==> src/rtl/fb_rect_fill_ctrl.sv <==
// Rectangle-fill / clear-screen sequencer feeding a framebuffer pixel write port.
// Clips each command to the visible area and writes one pixel per clock in raster order.
//
// state  | meaning
// IDLE   | waiting for a command, cmd_ready high
// FILL   | writing one pixel per cycle inside the latched clipped bounds
// DONE   | one-cycle completion pulse (normal end, abort or empty command)
module fb_rect_fill_ctrl #(
    parameter int XMAX = 640,
    parameter int YMAX = 480
) (
    input  logic        clk50,
    input  logic        reset_n,
    input  logic        cmd_valid,
    output logic        cmd_ready,
    input  logic        cmd_clear,
    input  logic [10:0] cmd_x0,
    input  logic [10:0] cmd_x1,
    input  logic [10:0] cmd_y0,
    input  logic [10:0] cmd_y1,
    input  logic [7:0]  cmd_r,
    input  logic [7:0]  cmd_g,
    input  logic [7:0]  cmd_b,
    input  logic        abort,
    output logic [10:0] x,
    output logic [10:0] y,
    output logic [7:0]  r,
    output logic [7:0]  g,
    output logic [7:0]  b,
    output logic        pixel_write,
    output logic        busy,
    output logic        done
);

    localparam logic [1:0] S_IDLE = 2'd0;
    localparam logic [1:0] S_FILL = 2'd1;
    localparam logic [1:0] S_DONE = 2'd2;

    localparam logic [10:0] XLAST = 11'(XMAX - 1);
    localparam logic [10:0] YLAST = 11'(YMAX - 1);
    localparam logic [10:0] XLIM  = 11'(XMAX);
    localparam logic [10:0] YLIM  = 11'(YMAX);

    logic [1:0]  state;
    logic [10:0] x0_q, xe_q, ye_q;
    logic [10:0] cx0, cy0, cxe, cye;
    logic        empty;

    assign cmd_ready = (state == S_IDLE);
    assign busy      = ~cmd_ready;

    // Clipped bounds of the presented command; only used on accept.
    always_comb begin
        cx0   = 11'd0;
        cy0   = 11'd0;
        cxe   = XLAST;
        cye   = YLAST;
        empty = 1'b0;
        if (!cmd_clear) begin
            cx0   = cmd_x0;
            cy0   = cmd_y0;
            cxe   = (cmd_x1 > XLAST) ? XLAST : cmd_x1;
            cye   = (cmd_y1 > YLAST) ? YLAST : cmd_y1;
            empty = (cmd_x0 > cxe) || (cmd_y0 > cye) ||
                    (cmd_x0 >= XLIM) || (cmd_y0 >= YLIM);
        end
    end

    always_ff @(posedge clk50 or negedge reset_n) begin
        if (!reset_n) begin
            state       <= S_IDLE;
            x0_q        <= 11'd0;
            xe_q        <= 11'd0;
            ye_q        <= 11'd0;
            x           <= 11'd0;
            y           <= 11'd0;
            r           <= 8'd0;
            g           <= 8'd0;
            b           <= 8'd0;
            pixel_write <= 1'b0;
            done        <= 1'b0;
        end else begin
            case (state)
                S_IDLE: begin
                    pixel_write <= 1'b0;
                    done        <= 1'b0;
                    if (cmd_valid) begin
                        r    <= cmd_r;
                        g    <= cmd_g;
                        b    <= cmd_b;
                        x0_q <= cx0;
                        xe_q <= cxe;
                        ye_q <= cye;
                        if (empty) begin
                            state <= S_DONE;
                            done  <= 1'b1;
                        end else begin
                            state       <= S_FILL;
                            x           <= cx0;
                            y           <= cy0;
                            pixel_write <= 1'b1;
                        end
                    end
                end
                S_FILL: begin
                    // Last pixel and abort share the same exit, so both give one done pulse.
                    if (abort || (x == xe_q && y == ye_q)) begin
                        state       <= S_DONE;
                        pixel_write <= 1'b0;
                        done        <= 1'b1;
                    end else if (x != xe_q) begin
                        x <= x + 11'd1;
                    end else begin
                        x <= x0_q;
                        y <= y + 11'd1;
                    end
                end
                S_DONE: begin
                    state       <= S_IDLE;
                    pixel_write <= 1'b0;
                    done        <= 1'b0;
                end
                default: begin
                    state       <= S_IDLE;
                    pixel_write <= 1'b0;
                    done        <= 1'b0;
                end
            endcase
        end
    end

endmodule

==> config.mk <==
export PLATFORM = sky130hd
export DESIGN_NAME = fb_rect_fill_ctrl
export DESIGN_NICKNAME = d
export VERILOG_FILES = /design/src/rtl/fb_rect_fill_ctrl.sv
export SDC_FILE = /design/constraint.sdc
export NUM_CORES = 1
export LEC_CHECK = 0
export CORE_ASPECT_RATIO = 0.6
export CORE_MARGIN = 2
export CORE_UTILIZATION = 25
export CTS_BUF_LIST = sky130_fd_sc_hd__clkbuf_16
export DETAILED_ROUTE_END_ITERATION = 16
export PLACE_DENSITY = 0.45
export SLEW_MARGIN = 20
export SYNTH_ARGS = -nofsm -noshare
export SYNTH_HDL_FRONTEND = slang
export SYNTH_SLANG_ARGS = --single-unit
==> constraint.sdc <==
create_clock -name clk50 -period 2.8 [get_ports clk50]
set_input_delay 0.42 -clock clk50 [delete_from_list [all_inputs] [get_ports clk50]]
set_output_delay 0.42 -clock clk50 [all_outputs]
set_load 0.005 [all_outputs]
# Yosys cells after proc, flatten, opt, wreduce, memory -nomap -nowiden

Index checks and enable logic that the tools add are counted.

Register bits after elaboration: 83
Input bits: 73
Output and inout port bits: 50
Logic and storage cells: 69

$add $sub $neg: 2
$lt $le $gt $ge: 6
Equality and inequality tests: 9
Mux-type cells: 29
Bitwise operators: 1
Reductions and logical operators: 11

Operator list:

| operator                | number |
|---|---|
| $mux W11                | 14 |
| $pmux W11 S2            | 2 |
| $add A11 B1 Y11 const B | 2 |
| $eq A11 B11 Y1          | 2 |
| $gt A11 B11 Y1          | 2 |
| $ge A11 B10 Y1 const B  | 1 |
| $ge A11 B9 Y1 const B   | 1 |
| $gt A11 B10 Y1 const B  | 1 |
| $gt A11 B9 Y1 const B   | 1 |
| $ne A11 B11 Y1          | 1 |
| $ne A2 B2 Y1 const B    | 5 |
| $mux W1                 | 7 |
| $mux W2                 | 3 |
| $reduce_and A5 Y1       | 1 |
| $logic_or A1 B1 Y1      | 4 |
| $pmux W1 S2             | 2 |
| $pmux W2 S2             | 1 |
| $reduce_and A2 Y1       | 2 |
| $reduce_and A4 Y1       | 1 |
| $eq A2 B1 Y1 const B    | 1 |
| $logic_not A2 Y1        | 1 |
| $reduce_bool A2 Y1      | 1 |
| $logic_and A1 B1 Y1     | 1 |
| $not A1 Y1              | 1 |

# Depth between registers and ports, before layout

Depth in word-level cells: 10
Mapped depth: 13
Depth with buffers taken out: 12

# Least setup slack after synthesis

OpenSTA, ideal clock, no wires.

Kind: input -> register
Start: input cmd_x1[7]
End: register x[6]
Setup time: 0.125 ns
Data arrival time: 2.936 ns
Required time: 2.675 ns
Slack: -0.261 ns
Stages: 12
Buffers on the path: 2
Path through: o21a_1 > or2_2 > clkbuf_1 > nor2_1 > ha_1 > a211o_1 > o211ai_1 > a311oi_1 > a211o_1 > a22oi_2 > buf_2 > mux2_4

Cells in the longest elaborated chain, start to end: 9

RTL lines:

| item                               | line | RTL |
|---|---|---|
| start, declared                    | 18   | `input logic [10:0] cmd_x1,` |
| $gt A11 B10 Y1                     | 62   | `cxe = (cmd_x1 > XLAST) ? XLAST : cmd_x1;` |
| $mux W11 *                         | 62   |  |
| $gt A11 B11 Y1 *                   | 64   | `empty = (cmd_x0 > cxe) \|\| (cmd_y0 > cye) \|\|` |
| $logic_or A1 B1 Y1 * (2 in series) | 64   |  |
| $logic_or A1 B1 Y1 *               | 65   | `(cmd_x0 >= XLIM) \|\| (cmd_y0 >= YLIM);` |
| $mux W1 *                          | 59   | `if (!cmd_clear) begin` |
| $ne A2 B2 Y1 (no line) *           | n/a  |  |
| $reduce_and A4 Y1 (no line) *      | n/a  |  |
| end signal, assigned               | 112  | `x <= x + 11'd1;` |
| end signal, assigned               | 114  | `x <= x0_q;` |
| end, declared                      | 25   | `output logic [10:0] x,` |

Mark *: on every way between the ends. The rest lies on a longest branch, timed or not.
A chain may end at the register's enable or synchronous reset.

# Final worst setup path

Start: input cmd_x1[8]
End: register x[9]

The elaborated chain is that of the path after synthesis.

==> flow_metrics.py <==
metrics = {
    "final_layout": {
        "final_cell_mix": "119 x nand2_1, 108 x clkdlybuf4s50_1, 83 x dfrtp_1, 62 x buf_4, 46 x nor2_1",
        "layout_commonest_cell": "nand2_1",
        "final_cells": 963,
        "regArea_sq_um": 2080,
        "syn2layout_area_growth_pct": 52.1,
        "multi_input_area_sq_um": 2690,
        "final_area_sq_um": 7200,
        "n_antenna_cell": 0,
        "layout-drive-gt1-share": 0.196,
        "nFillCells": 1809,
        "final_util": 0.393,
        "final_nets": 815,
    },
    "routing": {
        "viasPerCell": 4.79,
        "dr.pass1.iters": 5,
        "wl_per_cell_microns": 17.7,
        "drc": 0,
        "vias": 4608,
        "postRouteAntennaNets": 0,
        "wl_microns": 17000,
        "initialDrtViolationCount": 243,
    },
    "global_route": {
        "antenna_found_initial": 1,
        "grt_pass1_vias": 4396,
        "grtUsageMet1": 0.272,
        "grt_pass1_wl_microns": 26500,
        "grt.total_usage": 0.171,
        "grt.met3_usage": 0.0485,
        "grt_max_degree": 47,
        "grt_busiest_layer": "met1",
        "grt_overflow": 0,
        "grt.met2_usage": 0.228,
    },
    "timing": {
        "fmax_mhz": 363,
        "period_needed_ps": 2760,
        "maxSlewViolCount": 0,
        "fin_setup_tns_ps": 0,
        "finalCritPeriodShare": 0.984,
        "rsz0062_at_grt": "yes",
        "slew_headroom": 0.652,
        "worst_slew_pin_slew_ps": 516,
        "setup_violations": 0,
        "hold_violations": 0,
        "clock_skew_ps": 8.32,
    },
    "critical_path": {
        "crit_type": "in -> reg",
        "crit_required_ps": 3020,
        "critPathCaptureType": "register",
        "start_kind": "input port",
        "crit_fanout": 6,
        "cp_data_arrival_time_ps": 2980,
    },
    "clock_tree": {
        "htreeDepth": 3,
        "clk_latency_ps": 340,
        "cts-root-buf": "clkbuf_16",
        "clockBufferDepth": 2,
        "cts_tree": "yes",
        "cts.sinks": 83,
        "hold_buffers": 0,
        "cts-buffers-inserted": 9,
        "clkTransAtPathRegs_ps": 70,
    },
    "yosys": {
        "synth_cell_types": 59,
        "ys_ff_latch": 83,
        "ys.flop_type": "dfrtp_1",
        "synthTopCellsByArea": "dfrtp_1 44%, nand2_1 9.5%, ha_1 6.3%",
        "synth_area_sq_um": 4730,
        "synth_edf_count": 0,
        "yosysTopAreaCellShare": 0.439,
        "ys_async_sr_fraction": 1.00,
        "yosys_warnings": 0,
        "avgSynthCellArea_sq_um": 8.78,
        "seq_area_frac_synth": 0.439,
        "synth_top_area_cell": "dfrtp_1",
        "netlist_instances": 539,
    },
    "die": {
        "ios": 123,
        "rows": 38,
        "initial_core_util": 0.259,
        "die_w_microns": 182,
        "die_h_microns": 111,
        "core_sq_um": 18300,
        "dieArea_sq_um": 20100,
    },
    "power_and_ir_drop": {
        "p_per_area_nw_per_um2": 887,
        "comb_power_share": 0.471,
        "total_power_w": 0.00639,
        "clockPowerShare": 0.180,
        "seq_power_share": 0.349,
        "vdd.ir_drop.worst_mv": 0.353,
        "switching_share": 0.390,
        "leakage_nw": 3.12,
        "switching_power_w": 0.00249,
        "cellInternalPower_w": 0.00389,
    },
    "placed_design": {
        "dp.cells": 937,
        "place_area_sq_um": 6670,
        "portBuffers": 122,
        "dpl.hpwl_microns": 12900,
        "place_congestion": 0.797,
    },
    "run": {
        "maxCapViolCount": 0,
    },
    "hold_path": {
        "worstHoldPathType": "in -> async",
    },
    "outcome": {
        "outcome": "finished, final reports clean",
    },
}
layout make-up:
type | instances | share of cell area
repair buffers | 192 | 0.253
well taps | 240 | 0.0417
flip-flops and latches | 83 | 0.288
clock inverters | 7 | 0.00730
multi-input cells | 424 | 0.374
clock buffers | 9 | 0.0313
inverters | 8 | 0.00417
worst paths after layout:
path                           start  endpoint  slack (ps)  cells after the start
setup / recovery           cmd_x1[8]      x[9]          40                     12
hold / removal               reset_n      y[5]          60                      1
setup reg to reg               x[10]      x[2]         470                     10
hold reg to reg                 g[2]      g[2]         470                      2
max in group asynchronous    reset_n      b[1]        2090                      2
min in group clk50              g[2]      g[2]         470                      2
registers in the layout (all words and copies together) (netlist names):
signal and flops:
b 8, done 1, g 8, pixel_write 1
r 8, state 2, x 11, x0_q 11
xe_q 11, y 11, ye_q 11
worst max-delay path, stage by stage:
cell,delay (ps)
buf_6,100
o21a_4,210
or2_4,270
nor2_4,140
ha_4,210
a211o_1,290
o211ai_1,100
a311oi_2,130
a211o_1,350
a22oi_2,230
buf_4,200
mux2_4,310
per-stage QoR:
stage                     setup WS (ps)  hold WS (ps)
final                              43.9          60.0
after global routing              -54.5          98.3
after CTS                          1.26          65.5
after detailed placement           -653           442
after global placement             -646           436
after floorplan                    -150           124
cells by family (layout without fill, tap and decap cells):
logic type                 Yosys count  count (layout)  synth area share
DFF                                 83              83             0.439
AOI/OAI and AO/OA                  116             116             0.162
and+or+nand+nor                    240             241             0.223
buffers and inverters               35             216            0.0322
muxes                                9               9            0.0209
adders and majority gates           24              24            0.0634
xor gates and xnor gates            31              31            0.0589
other                                1               3          0.000792
power by group through the flow:
stage	Sequential [W]	Clock, W	Combinational [W]
final	0.00223	0.00115	0.00301
after global routing	0.00230	0.00124	0.00330
after CTS	0.00221	0.00119	0.00291
after detailed placement	0.00223	0	0.00282
after global placement	0.00222	0	0.00278
after floorplan	0.00208	0	0.00145
per-layer routing:
metal  part of all wire  vias to the layer above
met2               0.39                      174
met3              0.079                       12
met4             0.0057                        2
met5            0.00076                        -
li1                   -                     2234
met1               0.52                     2186
Yosys cell counts, types with 2 or more instances:
cell        n
o22a_1      2
or2_2       2
xor2_1     24
nand4_1     8
o21ai_1     2
o31ai_1     3
buf_1       4
and2_1      5
mux2i_1     5
nor3_1      8
mux2_1      3
inv_1       8
a21oi_2     5
nand3_1    23
clkbuf_1   18
a31o_2      2
a21o_1      4
nand3b_1    2
dfrtp_1    83
a21oi_1    34
nor2_1     58
a22o_1      6
nand2b_1    2
nor4_1      2
o21ai_0    22
a31oi_1    12
ha_1       24
buf_6       2
buf_2       2
nand2_1   120
a211o_1     2
a211oi_1    4
and3_1      2
o21a_1      3
xnor2_1     6
o211ai_1    4
what timing repair did:
item / 4_1_cts / 5_1_grt
gates cloned: 2 / 1
resized for setup: 49 / 19
pin swaps: 25 / 13
endpoints found under the setup margin: 24 / 22
buffers inserted: 3 / 6
Power figures use the tool's default switching activity.
